===== src/rtl/sram_read_arbiter.sv =====
// Two-way round-robin read arbiter in front of the shared single-port sequence SRAM.
// Each read is tagged with its owner and the returned word is steered back with a 1-cycle valid.
module sram_read_arbiter #(
  parameter int ADDR_W   = 10,
  parameter int DATA_W   = 48,
  parameter int READ_LAT = 2,
  parameter int Q_BASE   = 0,
  parameter int T_BASE   = 512
) (
  input  logic              clk,
  input  logic              rst_n,
  input  logic              flush_i,
  input  logic              q_request_i,
  input  logic [ADDR_W-1:0] q_addr_i,
  output logic [DATA_W-1:0] q_data_o,
  output logic              q_valid_o,
  input  logic              t_request_i,
  input  logic [ADDR_W-1:0] t_addr_i,
  output logic [DATA_W-1:0] t_data_o,
  output logic              t_valid_o,
  output logic              sram_re_o,
  output logic [ADDR_W-1:0] sram_addr_o,
  input  logic [DATA_W-1:0] sram_data_i,
  output logic              busy_o
);

  localparam logic              OWN_Q     = 1'b0;
  localparam logic              OWN_T     = 1'b1;
  localparam int                TAG_DEPTH = READ_LAT + 1;
  localparam logic [ADDR_W-1:0] Q_BASE_A  = Q_BASE[ADDR_W-1:0];
  localparam logic [ADDR_W-1:0] T_BASE_A  = T_BASE[ADDR_W-1:0];

  logic              r_q_out;
  logic              r_t_out;
  logic              r_last_grant;
  logic              r_sram_re;
  logic [ADDR_W-1:0] r_sram_addr;
  logic [DATA_W-1:0] r_q_data;
  logic [DATA_W-1:0] r_t_data;
  logic              r_q_valid;
  logic              r_t_valid;
  logic              r_busy;
  logic              r_tag_valid [TAG_DEPTH];
  logic              r_tag_owner [TAG_DEPTH];

  logic              w_q_elig;
  logic              w_t_elig;
  logic              w_contest;
  logic              w_grant_q;
  logic              w_grant_t;
  logic              w_grant;
  logic [ADDR_W-1:0] w_q_addr;
  logic [ADDR_W-1:0] w_t_addr;
  logic [ADDR_W-1:0] w_grant_addr;
  logic              w_ret_valid;
  logic              w_ret_q;
  logic              w_ret_t;
  logic              w_q_out_next;
  logic              w_t_out_next;

  // A requester with a read still in flight sits out until its valid has been seen.
  assign w_q_elig  = q_request_i & ~r_q_out & ~flush_i;
  assign w_t_elig  = t_request_i & ~r_t_out & ~flush_i;
  assign w_contest = w_q_elig & w_t_elig;

  assign w_grant_q = w_q_elig & (~w_t_elig | (r_last_grant == OWN_T));
  assign w_grant_t = w_t_elig & (~w_q_elig | (r_last_grant == OWN_Q));
  assign w_grant   = w_grant_q | w_grant_t;

  // Base offsets wrap modulo 2^ADDR_W; the carry is intentionally dropped.
  assign w_q_addr     = q_addr_i + Q_BASE_A;
  assign w_t_addr     = t_addr_i + T_BASE_A;
  assign w_grant_addr = w_grant_t ? w_t_addr : w_q_addr;

  assign w_ret_valid = r_tag_valid[READ_LAT] & ~flush_i;
  assign w_ret_q     = w_ret_valid & (r_tag_owner[READ_LAT] == OWN_Q);
  assign w_ret_t     = w_ret_valid & (r_tag_owner[READ_LAT] == OWN_T);

  always_comb begin
    w_q_out_next = r_q_out;
    if (flush_i) begin
      w_q_out_next = 1'b0;
    end else if (w_grant_q) begin
      w_q_out_next = 1'b1;
    end else if (r_q_valid) begin
      w_q_out_next = 1'b0;
    end
  end

  always_comb begin
    w_t_out_next = r_t_out;
    if (flush_i) begin
      w_t_out_next = 1'b0;
    end else if (w_grant_t) begin
      w_t_out_next = 1'b1;
    end else if (r_t_valid) begin
      w_t_out_next = 1'b0;
    end
  end

  always_ff @(posedge clk or negedge rst_n) begin
    if (!rst_n) begin
      r_q_out      <= 1'b0;
      r_t_out      <= 1'b0;
      r_busy       <= 1'b0;
      r_last_grant <= OWN_T;
    end else begin
      r_q_out <= w_q_out_next;
      r_t_out <= w_t_out_next;
      r_busy  <= w_q_out_next | w_t_out_next;
      if (w_contest) begin
        r_last_grant <= w_grant_t;
      end
    end
  end

  always_ff @(posedge clk or negedge rst_n) begin
    if (!rst_n) begin
      r_sram_re   <= 1'b0;
      r_sram_addr <= '0;
    end else begin
      r_sram_re <= w_grant;
      if (w_grant) begin
        r_sram_addr <= w_grant_addr;
      end
    end
  end

  // Tag stage 0 lines up with sram_re_o; the last stage lines up with sram_data_i.
  always_ff @(posedge clk or negedge rst_n) begin
    if (!rst_n) begin
      r_tag_valid[0] <= 1'b0;
      r_tag_owner[0] <= OWN_Q;
    end else begin
      r_tag_valid[0] <= w_grant;
      r_tag_owner[0] <= w_grant_t;
    end
  end

  genvar gi;
  generate
    for (gi = 1; gi < TAG_DEPTH; gi++) begin : g_tag
      always_ff @(posedge clk or negedge rst_n) begin
        if (!rst_n) begin
          r_tag_valid[gi] <= 1'b0;
          r_tag_owner[gi] <= OWN_Q;
        end else begin
          r_tag_valid[gi] <= r_tag_valid[gi-1] & ~flush_i;
          r_tag_owner[gi] <= r_tag_owner[gi-1];
        end
      end
    end
  endgenerate

  always_ff @(posedge clk or negedge rst_n) begin
    if (!rst_n) begin
      r_q_data  <= '0;
      r_t_data  <= '0;
      r_q_valid <= 1'b0;
      r_t_valid <= 1'b0;
    end else begin
      r_q_valid <= w_ret_q;
      r_t_valid <= w_ret_t;
      if (w_ret_q) begin
        r_q_data <= sram_data_i;
      end
      if (w_ret_t) begin
        r_t_data <= sram_data_i;
      end
    end
  end

  assign q_data_o    = r_q_data;
  assign q_valid_o   = r_q_valid;
  assign t_data_o    = r_t_data;
  assign t_valid_o   = r_t_valid;
  assign sram_re_o   = r_sram_re;
  assign sram_addr_o = r_sram_addr;
  assign busy_o      = r_busy;

endmodule


===== config.mk =====
export PLATFORM = sky130hd
export DESIGN_NAME = sram_read_arbiter
export DESIGN_NICKNAME = d
export VERILOG_FILES = /design/src/rtl/sram_read_arbiter.sv
export SDC_FILE = /design/constraint.sdc
export NUM_CORES = 1
export LEC_CHECK = 0
export ABC_AREA = 0
export BUFFER_PORTS_ARGS = -buffer_cell sky130_fd_sc_hd__buf_2
export CAP_MARGIN = 25
export CORE_MARGIN = 4
export CORE_UTILIZATION = 48
export DETAILED_ROUTE_END_ITERATION = 10
export GPL_TIMING_DRIVEN = 0
export HOLD_SLACK_MARGIN = 0.05
export PLACE_DENSITY = 0.89
export SLEW_MARGIN = 15
export SYNTH_ARGS = -nofsm -noshare
export SYNTH_HDL_FRONTEND = slang
export SYNTH_SLANG_ARGS = --single-unit

===== constraint.sdc =====
create_clock -name clk -period 1.9 [get_ports clk]
set_input_delay 0.38 -clock clk [delete_from_list [all_inputs] [get_ports clk]]
set_output_delay 0.38 -clock clk [all_outputs]
set_load 0.05 [all_outputs]

# After elaboration in Yosys (flattened, before gate mapping)
# Index checks and enable logic that the tools add are counted.
# totals
in_bits	73
ff_bits	118
word_cells	46
output_inout_bits	110
# classes
bitwise_logic	23
n_mux	7
n_addsub	1
# op_table
op	n
$and 1x1->1	12
$add 10x10->10 const B	1
$mux 10	1
$not 1->1	7
$mux 1	6
$or 1x1->1	4

# Depth between registers and ports, before layout
# depth
word_depth	9
ltp_mapped	5
mapped_depth_nobuf	3

# Worst setup path before layout
# OpenSTA, ideal clock, no wires.
# synth_timing
path_kind	register to register
from	reg r_tag_owner[0] (netlist name)
to	reg r_q_data[1], in the netlist q_data_o[1]
arrival_time_ns	1.272
stages_incl_launch_ff	5
setup_time_ns	0.125
path_slack_ns	0.503
period_less_slack_ns	1.397
path_buffers	2
required_time_ns	1.775
cell_sequence	dfrtp_1 -> nor3b_2 -> buf_4 -> buf_6 -> mux2_2
# synth_between
elab_chain_len	2
# synth_lines
item	line_no	source
from (decl)	44	logic r_tag_owner [TAG_DEPTH];
from (signal, indexed assignment)	149	r_tag_owner[gi] <= r_tag_owner[gi-1];
$not 1->1	76	assign w_ret_q = w_ret_valid & (r_tag_owner[READ_LAT] == OWN_Q);
$and 1x1->1	76	
named net w_ret_q	56	logic w_ret_q;
to (signal assigned)	165	r_q_data <= sram_data_i;
to (decl)	38	logic [DATA_W-1:0] r_q_data;
# The timed path passes the listed nets, and every way through them passes these cells.
# A chain may end at the register's enable or synchronous reset.

# Worst setup path after layout
# layout_timing
from	reg r_tag_owner[0] (netlist name)
to	reg r_q_data[5], in the netlist q_data_o[5]
# The elaborated chain is that of the path after synthesis.

==> results.sh <==
export IMPL_synth_ff_type="dfrtp_1"
export IMPL_tritoncts="built"
export IMPL_yosysTopAreaCell="dfrtp_1"
export IMPL_worstReg2RegStart="r_tag_owner[0]"
export IMPL_htreeDepth=4
export IMPL_finalSetupViolations=0
export IMPL_ir_drop_mv=1.12
export IMPL_maxCapViolations=0
export IMPL_hold_violations=0
export IMPL_critPathLaunchType="flop"
export IMPL_clock_latency_ps=490
export IMPL_die_area_um2=11400
export IMPL_syn_nets=368
export IMPL_worstRegToRegCells=4
export IMPL_grt_use_total=0.195
export IMPL_min_to="t_data_o[15]"
export IMPL_core_area_um2=9370
export IMPL_totalWireLength_um=11000
export IMPL_via_per_inst=5.08
export IMPL_final_area_um2=6360
export IMPL_place_congestion=0.766
export IMPL_dp_cells=607
export IMPL_status="finished clean"
export IMPL_pre_cts_ws_ps=92.7
export IMPL_end_kind="flop"
export IMPL_hold_depth=2
export IMPL_synth_top_cells_by_area="dfrtp_1 63%, mux2_2 21%, mux2_4 2.9%"
export IMPL_cts_sinks=118
export IMPL_row_count=35
export IMPL_worst_slew_pin_slew_ps=481
export IMPL_worstPathArrival_ps=2030
export IMPL_grt_pass1_wl_um=17400
export IMPL_path_class="reg -> reg"
export IMPL_start_util=0.499
export IMPL_hold_start="sram_data_i[15]"
export IMPL_rsz0062_at_grt="false"
export IMPL_pwr_share_comb=0.367
export IMPL_die_w_um=107
export IMPL_hpwlAfterDp_um=8150
export IMPL_pwr_share_clk=0.293
export IMPL_power_switching_mw=4.15
export IMPL_rr_endpoint="q_data_o[5]"
export IMPL_synthDistinctLibCells=31
export IMPL_grt_max_degree=70
export IMPL_dieHeight_um=107
export IMPL_power_per_cell_area_nw_per_um2=1600
export IMPL_worst_ep_required_time_ps=2270
export IMPL_worst_slack_ps=246
export IMPL_synthCells=295
export IMPL_ys_async_sr_fraction=1.00
export IMPL_syn_area_per_cell_um2=15.9
export IMPL_post_route_period_util=0.871
export IMPL_grt_pass1_vias=3556
export IMPL_drive_gt1_frac=0.646
export IMPL_netlist_area_um2=4680
export IMPL_wire_per_inst_um=17.2
export IMPL_slew_limit_headroom=0.679
export IMPL_areaGrowthSynthToFinish_pct=36.0
export IMPL_cts_clk_slew_worst_paths_ps=60
export IMPL_tns_ps=0
export IMPL_clock_skew_ps=7.07
export IMPL_switching_share=0.408
export IMPL_ant_nets=0
export IMPL_yosysMostFrequentCell="dfrtp_1"
export IMPL_drv_slew=0
export IMPL_cts_max_path_buffers=2
export IMPL_utilization=0.679
export IMPL_dpl_cell_area_um2=5780
export IMPL_portBuffers=182
export IMPL_synth_seq_cells=118
export IMPL_antenna_found_initial=0
export IMPL_fin_crit_ps=1650
export IMPL_seq_area_frac_synth=0.632
export IMPL_drc=0
export IMPL_ios=183
export IMPL_p_int_mw=6.02
export IMPL_critical_path_max_fanout=10
export IMPL_final_cells=640
export IMPL_cts_buffers=17
export IMPL_yosysWarnings=0
export IMPL_max_freq_mhz=605
export IMPL_num_antenna_cells=0
export IMPL_synth_edf_count=0
export IMPL_p_leak_nw=3.35
export IMPL_via_count=3254
export IMPL_postCtsResizedCells=0
export IMPL_first_pass_iters=4
export IMPL_p_seq_frac=0.340
export IMPL_synth_top_area_frac=0.626
export IMPL_cts_root_buffer="clkbuf_8"
export IMPL_nets=571
export IMPL_overflow=0
export IMPL_hold_path_class="in -> reg"
export IMPL_timing_reg2reg_setup_slack_ps=250
export IMPL_drtIter0Drc=89
export IMPL_synth_commonest_cells="117 x dfrtp_1, 86 x mux2_2, 10 x a221oi_1, 10 x a2bb2oi_1, 10 x buf_2"
[per-stage QoR]
stage | total power [mW] | hold slack [ps]
after floorplan | 6.26 | 84.4
after global placement | 7.12 | 331
after detailed placement | 7.25 | 340
after CTS | 10.3 | 108
after global routing | 10.6 | 112
final | 10.2 | 132
[power by group through the flow]
stage,clock [mW],combinational [mW],sequential [mW]
floorplan,0,0.707,5.55
global placement,0,3.67,3.45
detailed placement,0,3.76,3.49
CTS,3.04,3.76,3.46
global route,3.18,3.88,3.54
finish,2.98,3.73,3.46
[registers in the layout, indices dropped and copies added, names as in the netlist, 3 cells and up]
register	cells
r_tag_valid	3
q_data_o	48
t_data_o	48
r_tag_owner	3
sram_addr_o	10
[what timing repair did]
item | CTS | global route
setup buffers | 0 | 0
hold endpoints to repair | 48 | 0
hold buffers | 1 | 0
setup endpoints to repair | 0 | 0
[worst max-delay path by stage]
stage / startpoint / to / slack, ps / cells past startpoint
6_report: r_tag_owner[0] / q_data_o[5] / 250 / 4
5_1_grt: r_tag_owner[0] / q_data_o[5] / 140 / 4
4_1_cts: r_tag_owner[0] / q_data_o[5] / 200 / 4
3_5_place_dp: flush_i / q_data_o[5] / 90 / 5
3_3_place_gp: rst_n / sram_addr_o[1] / -790 / 1
2_1_floorplan: r_tag_owner[0] / q_data_o[1] / 500 / 4
[critical path, stage by stage, from the launching register on]
cell and delay [ps]:
dfrtp_1 410, nor3b_2 310, buf_4 270, buf_6 190
mux2_2 350
[layout make-up]
type / count / area [um2]
clock inverter: 12 / 130
inverter: 2 / 7.51
fill: 712 / 3010
clock buffer: 20 / 435
sequential: 118 / 2950
buffer: 20 / 121
timing repair buffer: 184 / 955
tap: 129 / 161
multi-input combinational: 155 / 1590
[cells in the final DEF, fill, tap and decap left out, types with 4 or more instances in the layout]
cell type and count:
buf_2 191, dfrtp_1 117, mux2_2 86, clkbuf_16 16, a221oi_1 10, a2bb2oi_1 10, mux2_4 9, o21ai_1 8
clkbuf_1 7, nor4bb_1 6, buf_6 5, clkinv_2 4, clkinv_4 4
[cell families (layout without fill, tap and decap cells)]
| family | count (synthesis) | in the layout | share of synthesized area |
|---|---|---|---|
| flip-flops | 118 | 118 | 0.632 |
| AND/OR/NAND/NOR | 23 | 23 | 0.0455 |
| buffers and inverters | 22 | 238 | 0.0276 |
| AO/OA/AOI/OAI | 35 | 35 | 0.0551 |
| XOR/XNOR | 1 | 1 | 0.00187 |
| multiplexers | 96 | 96 | 0.238 |
[routing by layer]
metal  vias up  share of wire  GRT usage  routed length, um
met4         0         0.0083     0.0548                 91
met5         -              0          0                  0
li1       1494              -          -                  -
met2       127           0.51      0.333               5630
met3        11          0.070     0.0602                769
met1      1622           0.41      0.239               4500
No activity file was read; power rests on OpenSTA's default activity.
